File: src/rtl/systolic_output_deskew_pkg.sv
// Shared definitions for the systolic output deskew block: FSM state
// encoding, the default column-slice width and the per-column delay depth.
package systolic_output_deskew_pkg;

   typedef enum logic [1:0] {
      ST_IDLE = 2'd0,
      ST_RUN  = 2'd1,
      ST_ERR  = 2'd2
   } deskew_state_e;

   // Width of one column result slice (matches the MAU accumulator width).
   localparam int unsigned DESKEW_SLICE_W = 32;

   // Column j arrives j cycles late, so it needs cols-1-j stages to line up
   // with the last column, which arrives unregistered.
   function automatic int unsigned deskew_depth(input int unsigned cols,
                                                input int unsigned col);
      return cols - 1 - col;
   endfunction

endpackage

File: src/rtl/systolic_output_deskew_row_fifo.sv
// Show-ahead FIFO holding aligned result rows. Head entry is visible on
// rdata_o whenever empty_o is low. A push while full is accepted only when a
// pop happens in the same cycle; a pop while empty is ignored.
module deskew_row_fifo #(
   parameter int unsigned WIDTH = 128,
   parameter int unsigned DEPTH = 8
) (
   input  logic                     clk,
   input  logic                     rst_n,
   input  logic                     push_i,
   input  logic [WIDTH-1:0]         wdata_i,
   input  logic                     pop_i,
   output logic [WIDTH-1:0]         rdata_o,
   output logic [$clog2(DEPTH):0]   count_o,
   output logic                     full_o,
   output logic                     empty_o
);

   localparam int unsigned AW = $clog2(DEPTH);
   localparam logic [AW-1:0] PTR_ONE = 1;
   localparam logic [AW:0]   CNT_ONE = 1;
   localparam logic [AW:0]   CNT_FULL = DEPTH[AW:0];

   logic [WIDTH-1:0] mem_q [DEPTH];
   logic [AW-1:0]    wr_ptr_q, rd_ptr_q;
   logic [AW:0]      count_q, count_d;
   logic             push_ok, pop_ok;

   assign empty_o = (count_q == '0);
   assign full_o  = (count_q == CNT_FULL);
   assign pop_ok  = pop_i & ~empty_o;
   assign push_ok = push_i & (~full_o | pop_ok);
   assign rdata_o = mem_q[rd_ptr_q];
   assign count_o = count_q;

   // Occupancy changes only when exactly one of push/pop takes effect.
   always_comb begin
      count_d = count_q;
      unique case ({push_ok, pop_ok})
         2'b10:   count_d = count_q + CNT_ONE;
         2'b01:   count_d = count_q - CNT_ONE;
         default: count_d = count_q;
      endcase
   end

   // Storage, pointers (wrap modulo DEPTH) and occupancy.
   always_ff @(posedge clk or negedge rst_n) begin
      if (!rst_n) begin
         for (int unsigned i = 0; i < DEPTH; i++) mem_q[i] <= '0;
         wr_ptr_q <= '0;
         rd_ptr_q <= '0;
         count_q  <= '0;
      end else begin
         if (push_ok) begin
            mem_q[wr_ptr_q] <= wdata_i;
            wr_ptr_q        <= wr_ptr_q + PTR_ONE;
         end
         if (pop_ok) rd_ptr_q <= rd_ptr_q + PTR_ONE;
         count_q <= count_d;
      end
   end

endmodule

File: src/rtl/systolic_output_deskew.sv
// Removes the diagonal skew from the bottom row of the MAU array, buffers
// aligned rows in a show-ahead FIFO, counts rows per tile and flags skew and
// overflow errors.
// Build option: define DESKEW_RELU_EN to clamp negative fields to zero
// before they enter the FIFO.
module systolic_output_deskew
   import systolic_output_deskew_pkg::*;
#(
   parameter int unsigned COLS          = 4,
   parameter int unsigned ACC_LENGTH    = DESKEW_SLICE_W,
   parameter int unsigned FIFO_DEPTH    = 8,
   parameter int unsigned ROWS_PER_TILE = 4
) (
   input  logic                           clk,
   input  logic                           rst_n,
   input  logic [COLS*ACC_LENGTH-1:0]     col_acc,
   input  logic [COLS-1:0]                col_valid,
   input  logic                           out_ready,
   output logic [COLS*ACC_LENGTH-1:0]     out_data,
   output logic                           out_valid,
   output logic [$clog2(FIFO_DEPTH):0]    fifo_count,
   output logic                           tile_done,
   output logic                           skew_err,
   output logic                           ovf_err,
   input  logic                           clr_err
);

   localparam int unsigned RW = $clog2(ROWS_PER_TILE) + 1;
   localparam logic [RW-1:0] ROW_LAST = RW'(ROWS_PER_TILE - 1);
   localparam logic [RW-1:0] ROW_ONE  = 1;
   localparam logic [$clog2(FIFO_DEPTH):0] FIFO_ONE = 1;

   logic [COLS*ACC_LENGTH-1:0] dly_row, wr_row;
   logic [COLS-1:0]            dly_vld;

   // Per-column delay lines: data and valid travel together.
   for (genvar j = 0; j < COLS; j++) begin : g_col
      localparam int unsigned D = deskew_depth(COLS, j);
      if (D == 0) begin : g_pass
         assign dly_row[j*ACC_LENGTH +: ACC_LENGTH] = col_acc[j*ACC_LENGTH +: ACC_LENGTH];
         assign dly_vld[j] = col_valid[j];
      end else begin : g_dly
         logic [ACC_LENGTH-1:0] acc_q [D];
         logic [D-1:0]          vld_q;
         // Shift column j right by D cycles.
         always_ff @(posedge clk or negedge rst_n) begin
            if (!rst_n) begin
               for (int unsigned k = 0; k < D; k++) acc_q[k] <= '0;
               vld_q <= '0;
            end else begin
               acc_q[0] <= col_acc[j*ACC_LENGTH +: ACC_LENGTH];
               vld_q[0] <= col_valid[j];
               for (int unsigned k = 1; k < D; k++) begin
                  acc_q[k] <= acc_q[k-1];
                  vld_q[k] <= vld_q[k-1];
               end
            end
         end
         assign dly_row[j*ACC_LENGTH +: ACC_LENGTH] = acc_q[D-1];
         assign dly_vld[j] = vld_q[D-1];
      end
   end

   // Row written into the FIFO, optionally with negative fields clamped.
   always_comb begin
      wr_row = dly_row;
`ifdef DESKEW_RELU_EN
      for (int unsigned j = 0; j < COLS; j++) begin
         if (dly_row[j*ACC_LENGTH + ACC_LENGTH - 1]) wr_row[j*ACC_LENGTH +: ACC_LENGTH] = '0;
      end
`endif
   end

   logic push_req, skew_ev, ovf_ev, pop, push_acc;
   logic fifo_full, fifo_empty, fifo_empty_next, tile_last;

   assign push_req  = &dly_vld;
   assign skew_ev   = (|dly_vld) & ~push_req;
   assign pop       = ~fifo_empty & out_ready;
   assign push_acc  = push_req & (~fifo_full | pop);
   assign ovf_ev    = push_req & fifo_full & ~pop;
   assign out_valid = ~fifo_empty;

   deskew_row_fifo #(
      .WIDTH (COLS*ACC_LENGTH),
      .DEPTH (FIFO_DEPTH)
   ) u_fifo (
      .clk     (clk),
      .rst_n   (rst_n),
      .push_i  (push_req),
      .wdata_i (wr_row),
      .pop_i   (pop),
      .rdata_o (out_data),
      .count_o (fifo_count),
      .full_o  (fifo_full),
      .empty_o (fifo_empty)
   );

   logic skew_q, skew_d, ovf_q, ovf_d;

   // Sticky errors: a new event in the clearing cycle keeps the flag set.
   always_comb begin
      skew_d = skew_ev | (skew_q & ~clr_err);
      ovf_d  = ovf_ev  | (ovf_q  & ~clr_err);
   end

   // Sticky error registers.
   always_ff @(posedge clk or negedge rst_n) begin
      if (!rst_n) begin
         skew_q <= 1'b0;
         ovf_q  <= 1'b0;
      end else begin
         skew_q <= skew_d;
         ovf_q  <= ovf_d;
      end
   end

   assign skew_err = skew_q;
   assign ovf_err  = ovf_q;

   deskew_state_e   state_q, state_d;
   logic [RW-1:0]   row_cnt_q, row_cnt_d;
   logic            tile_done_q, tile_done_d;

   assign tile_last       = pop & (row_cnt_q == ROW_LAST);
   // A pop leaves the FIFO empty only if it held one row and nothing arrives.
   assign fifo_empty_next = (fifo_count == FIFO_ONE) & ~push_acc;

   // Tile FSM: row counting in RUN, error parking in ERR.
   always_comb begin
      state_d     = state_q;
      row_cnt_d   = row_cnt_q;
      tile_done_d = 1'b0;
      unique case (state_q)
         ST_IDLE: if (push_acc) state_d = ST_RUN;
         ST_RUN: begin
            if (pop) row_cnt_d = tile_last ? '0 : row_cnt_q + ROW_ONE;
            tile_done_d = tile_last;
            if (skew_ev | ovf_ev | skew_q | ovf_q) state_d = ST_ERR;
            else if (tile_last && fifo_empty_next) state_d = ST_IDLE;
         end
         ST_ERR: begin
            if (clr_err) begin
               state_d   = ST_IDLE;
               row_cnt_d = '0;
            end
         end
         default: state_d = ST_IDLE;
      endcase
   end

   // FSM state, row counter and tile_done pulse registers.
   always_ff @(posedge clk or negedge rst_n) begin
      if (!rst_n) begin
         state_q     <= ST_IDLE;
         row_cnt_q   <= '0;
         tile_done_q <= 1'b0;
      end else begin
         state_q     <= state_d;
         row_cnt_q   <= row_cnt_d;
         tile_done_q <= tile_done_d;
      end
   end

   assign tile_done = tile_done_q;

endmodule

File: config.mk
export PLATFORM = sky130hd
export DESIGN_NAME = systolic_output_deskew
export DESIGN_NICKNAME = d
export VERILOG_FILES = /design/src/rtl/systolic_output_deskew_pkg.sv /design/src/rtl/systolic_output_deskew_row_fifo.sv /design/src/rtl/systolic_output_deskew.sv
export SDC_FILE = /design/constraint.sdc
export NUM_CORES = 2
export LEC_CHECK = 0
export BUFFER_PORTS_ARGS = -buffer_cell sky130_fd_sc_hd__buf_2
export CAP_MARGIN = 25
export CORE_MARGIN = 5
export CORE_UTILIZATION = 40
export CTS_BUF_LIST = sky130_fd_sc_hd__clkbuf_8
export CTS_CLUSTER_DIAMETER = 50
export DETAILED_ROUTE_END_ITERATION = 10
export PLACE_DENSITY_LB_ADDON = 0.08
export REMOVE_ABC_BUFFERS = 1
export SLEW_MARGIN = 25
export SYNTH_ARGS = -nofsm -noshare
export SYNTH_HDL_FRONTEND = slang
export SYNTH_HIERARCHICAL = 1
export SYNTH_SLANG_ARGS = --single-unit
File: constraint.sdc
create_clock -name clk -period 10.7 [get_ports clk]
set_input_delay 1.07 -clock clk [delete_from_list [all_inputs] [get_ports clk]]
set_output_delay 1.07 -clock clk [all_outputs]
set_load 0.03 [all_outputs]
Word-level counts from Yosys, hierarchy flattened
Cells that the tools add are included.
{"block": "classes", "add_sub_neg": 5, "order_cmp": 3, "n_eq_ne": 11, "mux": 17, "n_bitwise": 26, "n_reduce_logical": 10}
{"operator": "$bwmux W1024", "count": 1}
{"operator": "$bmux W128 S3", "count": 1}
{"operator": "$demux W128 S3", "count": 1}
{"operator": "$mux W128", "count": 3}
{"operator": "$and A1 B1 Y1", "count": 11}
{"operator": "$add A3 B1 Y3 const B", "count": 3}
{"operator": "$mux W3", "count": 3}
{"operator": "$ge A4 B4 Y1 const B", "count": 2}
{"operator": "$mux W2", "count": 4}
{"operator": "$not A3 Y4", "count": 2}
{"operator": "$pmux W4 S2", "count": 1}
{"operator": "$or A1 B1 Y1", "count": 7}
{"operator": "$ne A2 B2 Y1 const B", "count": 3}
{"operator": "$not A1 Y1", "count": 6}
{"operator": "$pmux W2 S3", "count": 1}
{"operator": "$pmux W3 S2", "count": 1}
{"operator": "$reduce_and A3 Y1", "count": 2}
{"operator": "$add A4 B1 Y4 const B", "count": 1}
{"operator": "$eq A2 B1 Y1 const B", "count": 2}
{"operator": "$eq A2 B2 Y1 const B", "count": 2}
{"operator": "$eq A4 B1 Y1 const B", "count": 1}
{"operator": "$eq A4 B4 Y1 const B", "count": 1}
{"operator": "$logic_not A4 Y1", "count": 1}
{"operator": "$lt A4 B1 Y1 const B", "count": 1}
{"operator": "9 further kinds", "count": 11}
{"block": "totals", "ff_bits": 1240, "in_bits": 136, "output_inout_bits": 136, "word_cells": 97}

Longest topological paths before layout
{"block": "logic_depth", "depth_word": 11, "mapped_depth": 11, "mapped_depth_nobuf": 10}

Modules after synthesis
Netlist, hierarchy kept.
{"mod": "deskew_row_fifo", "instances": 1, "cells_each": 2685, "area_per_inst_um2": 48014.8, "seq_area_each_um2": 25874.8}
{"mod": "systolic_output_deskew", "instances": 1, "cells_each": 239, "area_per_inst_um2": 5367.6, "seq_area_each_um2": 5154.9}

Worst setup path after synthesis
No wires, ideal clock.
{"block": "synth_path", "kind": "input to register", "startpoint": "input port out_ready", "endpoint": "register u_fifo.count_q[3] (netlist: u_fifo/count_o[3])", "setup_ns": 0.134, "t_arrival_ns": 3.608, "required_ns": 10.566, "setup_slack_ns": 6.959, "cell_stages": 9, "n_path_buf": 1, "cell_sequence": "nand2b_1 inv_1 clkbuf_1 o21ai_0 ha_1 ha_1 or4b_2 o311ai_0 o211ai_1"}
{"block": "synth_via", "elab_chain_cells": 6, "elab_cells_between_ends": 8, "classes_between": "2 x eq/ne; 1 x mux; 4 x bitwise; 1 x reduce/logical"}
{"element": "start: declaration", "line": "systolic_output_deskew.sv:18", "rtl": "input logic out_ready,"}
{"element": "$and A1 B1 Y1 *", "line": "systolic_output_deskew.sv:79", "rtl": "assign pop = ~fifo_empty & out_ready;"}
{"element": "net pop", "line": "systolic_output_deskew.sv:74", "rtl": "logic push_req, skew_ev, ovf_ev, pop, push_acc;"}
{"element": "$and A1 B1 Y1 *", "line": "systolic_output_deskew_row_fifo.sv:31", "rtl": "assign pop_ok = pop_i & ~empty_o;"}
{"element": "$or A1 B1 Y1", "line": "systolic_output_deskew_row_fifo.sv:32", "rtl": "assign push_ok = push_i & (~full_o | pop_ok);"}
{"element": "$and A1 B1 Y1", "line": "systolic_output_deskew_row_fifo.sv:32"}
{"element": "$eq A2 B1 Y1 or $eq A2 B2 Y1 (tied branches)", "line": "systolic_output_deskew_row_fifo.sv:39", "rtl": "unique case ({push_ok, pop_ok})"}
{"element": "$pmux W4 S2 or $reduce_bool A2 Y1 (tied branches)"}
{"element": "end signal: assignment", "line": "systolic_output_deskew_row_fifo.sv:59", "rtl": "count_q <= count_d;"}
{"element": "end: declaration", "line": "systolic_output_deskew_row_fifo.sv:26", "rtl": "logic [AW:0] count_q, count_d;"}
The timed path passes the listed nets; every way through them passes the cells marked *.
A chain may end at the register's enable or synchronous reset.

Worst setup path in the final report
{"block": "layout_path", "startpoint": "register u_fifo.rd_ptr_q[1]", "endpoint": "output port out_data[101]"}
{"block": "layout_via", "elab_chain_cells": 4}
{"element": "start: declaration", "line": "systolic_output_deskew_row_fifo.sv:25", "rtl": "logic [AW-1:0] wr_ptr_q, rd_ptr_q;"}
{"element": "start signal: assignment", "line": "systolic_output_deskew_row_fifo.sv:58", "rtl": "if (pop_ok) rd_ptr_q <= rd_ptr_q + PTR_ONE;"}
{"element": "$not A3 Y4 (implied by the code)", "line": "systolic_output_deskew_row_fifo.sv:33", "rtl": "assign rdata_o = mem_q[rd_ptr_q];"}
{"element": "$bmux W128 S3", "line": "systolic_output_deskew_row_fifo.sv:33"}
{"element": "$mux W128 (implied by the code) (2 in a row)", "line": "systolic_output_deskew_row_fifo.sv:33"}
{"element": "end: declaration", "line": "systolic_output_deskew.sv:19", "rtl": "output logic [COLS*ACC_LENGTH-1:0] out_data,"}
No other way between the ends. The select of a mux whose other input is x is not followed.

==> results.txt <==
Outcome -> completed
Total CTS buffers -> 216
DR WL met2 -> 60800 um
Hold Buf Count CTS -> 0
Clk sinks -> 1240
NumNets Final -> 3416
Worst Skew -> 0.0368 ns
Number of remaining DRC errors -> 0
Drt first pass iters -> 4
Gr ovfl total -> 0
Die Area -> 141000 um2
Final instance area -> 60600 um2
Crit-path max cell delay -> 0.97 ns
Num rows -> 134
Die Width -> 375 um
Worst-Margin Slew -> 1.06 ns
Routed wire length -> 127000 um
Tot GR Track Use -> 0.182
Final RePlAce weighted congestion -> 0.704
Hold Vio Cnt, Final -> 0
Setup bufs post-CTS -> 0
Antenna-violating nets left -> 0
Min-Delay Path Class -> in -> async
Worst setup EP type -> primary output
Type of origin of the critical path -> flop
LEAKAGE -> 0.0300 uW
Final Non-Filler Cells -> 5227
Fmax -> 0.174 GHz
Crit Path Class -> reg -> out
Initial Util -> 0.401
Register area share after synthesis -> 0.581
Clk Latency, worst-skew pair -> 0.90 ns
Final max-slew violation count -> 0
CP Data Required Time -> 9.63 ns
CP max FO -> 61
Max Cap Viol -> 0
Layout cell share with drive strength beyond 1 -> 0.592
Ys Warns -> 6
CP most frequent cell -> buf_4
Max Used Layer -> met5
Port Buffer Count -> 271
DP Cell Count -> 4820
Critical Path AT -> 4.68 ns
Routed wl met3 -> 5570 um
Vias in the first global route -> 31700
Register bit total from synthesis -> 1240
Largest net degree at the start of global routing -> 168
Fin crit period -> 5.75 ns
RSZ-0062 raised after global routing -> no
P per Cell Area -> 271 nW/um2
Clock root buffer -> clkbuf_8
Crit-path slowest cell -> dfrtp_4
Synth-to-layout area growth -> 13.5%
M1 WL -> 57200 um
Placed cell areas -> 55700 um2
Core area -> 133000 um2
Netlist Area Pre-Place -> 53400 um2
Io pins -> 272
Final core utilization -> 0.455
Post-Synthesis Cells -> 2924
# H-tree levels -> 4
Peak supply drop -> 0.168 mV
Crit path cell chain -> buf_4 > buf_4 > mux4_2 > mux2_2 > buf_2
Fill count -> 11700
Initial antenna violation count -> 14
Max clock buf depth -> 3
TNS Setup -> 0 ns
Netlist cell types -> 49
CTS tree -> built
Syn_area_per_cell -> 18.3 um2
Power Total -> 16400 uW
Period utilisation layout -> 0.537
Hpwl dp -> 69400 um
Post-CTS Resized -> 0
CTS clk-pin slew, worst paths -> 0.06 ns
Via/cell ratio -> 5.20
Final setup fails -> 0
Global-route wire length before repair -> 198000 um
Routed len/inst -> 24.2 um
Initial DRC Count -> 1165
Rel. slew slack -> 0.292
Total number of vias -> 27200
Die Height -> 375 um
==> metrics by stage <==
stage          worst slack (ns)  hold slack [ns]
6_report                   4.95            0.184
5_1_grt                    4.69            0.166
4_1_cts                    4.72            0.141
3_5_place_dp               5.76            0.335
3_3_place_gp               5.82            0.332
2_1_floorplan             -1.14            0.331
==> registers in the layout, indices dropped and copies added (netlist names), 2 cells and up <==
signal	flops
state_q	2
u_fifo/rd_ptr_q	3
dly_row	64
g_col.g_dly.vld_q	6
u_fifo/mem_q	1024
u_fifo/count_o	4
u_fifo/wr_ptr_q	3
row_cnt_q	3
g_col.g_dly.acc_q	128
==> worst max-delay path, delay by kind of cell (launching register included) <==
kind | cells | cell delay, ns
buffers and inverters | 3 | 2.01
flip-flops | 1 | 0.97
multiplexers | 2 | 0.73
==> per-layer routing <==
metal	track usage	vias to the layer above
li1	-	11600
met1	0.248	14900
met2	0.295	492
met3	0.0382	233
met4	0.0526	8
met5	0	-
==> worst paths after layout <==
| path | startpoint | to | slack (ns) | depth (start not counted) |
|---|---|---|---|---|
| worst max register to register | u_fifo/count_o[0]$_DFFE_PN0P_ | u_fifo/mem_q[624]$_DFFE_PN0P_ | 6.26 | 8 |
| worst min register to register | g_col[1].g_dly.acc_q[50]$_DFF_PN0_ | dly_row[50]$_DFF_PN0_ | 0.34 | 0 |
| max in group asynchronous | rst_n | u_fifo/mem_q[987]$_DFFE_PN0P_ | 8.16 | 3 |
| worst min-delay path | rst_n | g_col[2].g_dly.acc_q[8]$_DFF_PN0_ | 0.18 | 1 |
| worst max-delay path | u_fifo/rd_ptr_q[1]$_DFFE_PN0P_ | out_data[101] | 4.95 | 5 |
| min in group clk | col_acc[91] | g_col[2].g_dly.acc_q[27]$_DFF_PN0_ | 0.27 | 1 |
==> area by class of cell <==
cell class	instances	area (um2)	share of cell area
clock inverters	108	752	0.0124
flip-flops and latches	1240	31000	0.512
diodes	5	12.5	0.000207
inverters	11	42.5	0.000702
repair buffers	318	1940	0.0320
multi-input cells	1486	20600	0.340
clock buffers	291	4010	0.0661
well taps	1768	2210	0.0365
==> synth_stat cells, drive strengths merged <==
master	count	share of area
a21oi	4	0.00038
a2111o	1	0.00021
mux4	256	0.11
and2b	1	0.00014
inv	10	0.00070
and4	1	0.00016
and2	1	0.00012
clkinv	1	0.000094
o22ai	1	0.00012
or4b	2	0.00045
o41ai	1	0.00016
fa	1	0.00038
nand2b	2	0.00023
buf	147	0.030
nor4b	1	0.00016
mux2i	1	0.00019
clkbuf	40	0.0028
o21ai	5	0.00054
nand3	3	0.00038
o311ai	1	0.00016
o2111a	1	0.00021
dfrtp	1240	0.58
nor2b	5	0.00059
o2111ai	4	0.0016
mux2	1154	0.26
nand4	1	0.00023
nand3b	1	0.00014
xor2	1	0.00016
nor2	5	0.00040
ha	6	0.0014
a22o	3	0.00049
o211ai	5	0.00098
nor4	2	0.00023
nand2	7	0.00049
nor3b	3	0.00042
a41oi	1	0.00016
xnor2	5	0.00082
==> layout by cell type (no fill, tap or decap), types with 6 or more instances in the layout <==
cell type / instances
bufinv_16: 7
clkbuf_8: 291
inv_1: 66
ha_1: 6
nand2_1: 7
mux2_2: 812
dfrtp_1: 1237
mux4_2: 256
clkinv_2: 28
buf_12: 11
mux2_4: 300
mux2_1: 42
buf_2: 270
buf_4: 31
==> report_power, final <==
part	switching [uW]	leakage, uW	internal, uW
clock network	2010	0.00268	2610
registers	793	0.0163	5940
logic	2410	0.0110	2670
total	5210	0.0300	11200
==> kinds of logic after synthesis <==
family,Yosys count,synth area share
fa+ha+maj,7,0.00178
xor+xnor,6,0.000984
buf+inv,198,0.0340
simple gates,35,0.00415
flops,1240,0.581
mux,1411,0.373
compound gates,27,0.00506
No activity file was read; power rests on OpenSTA's default activity.
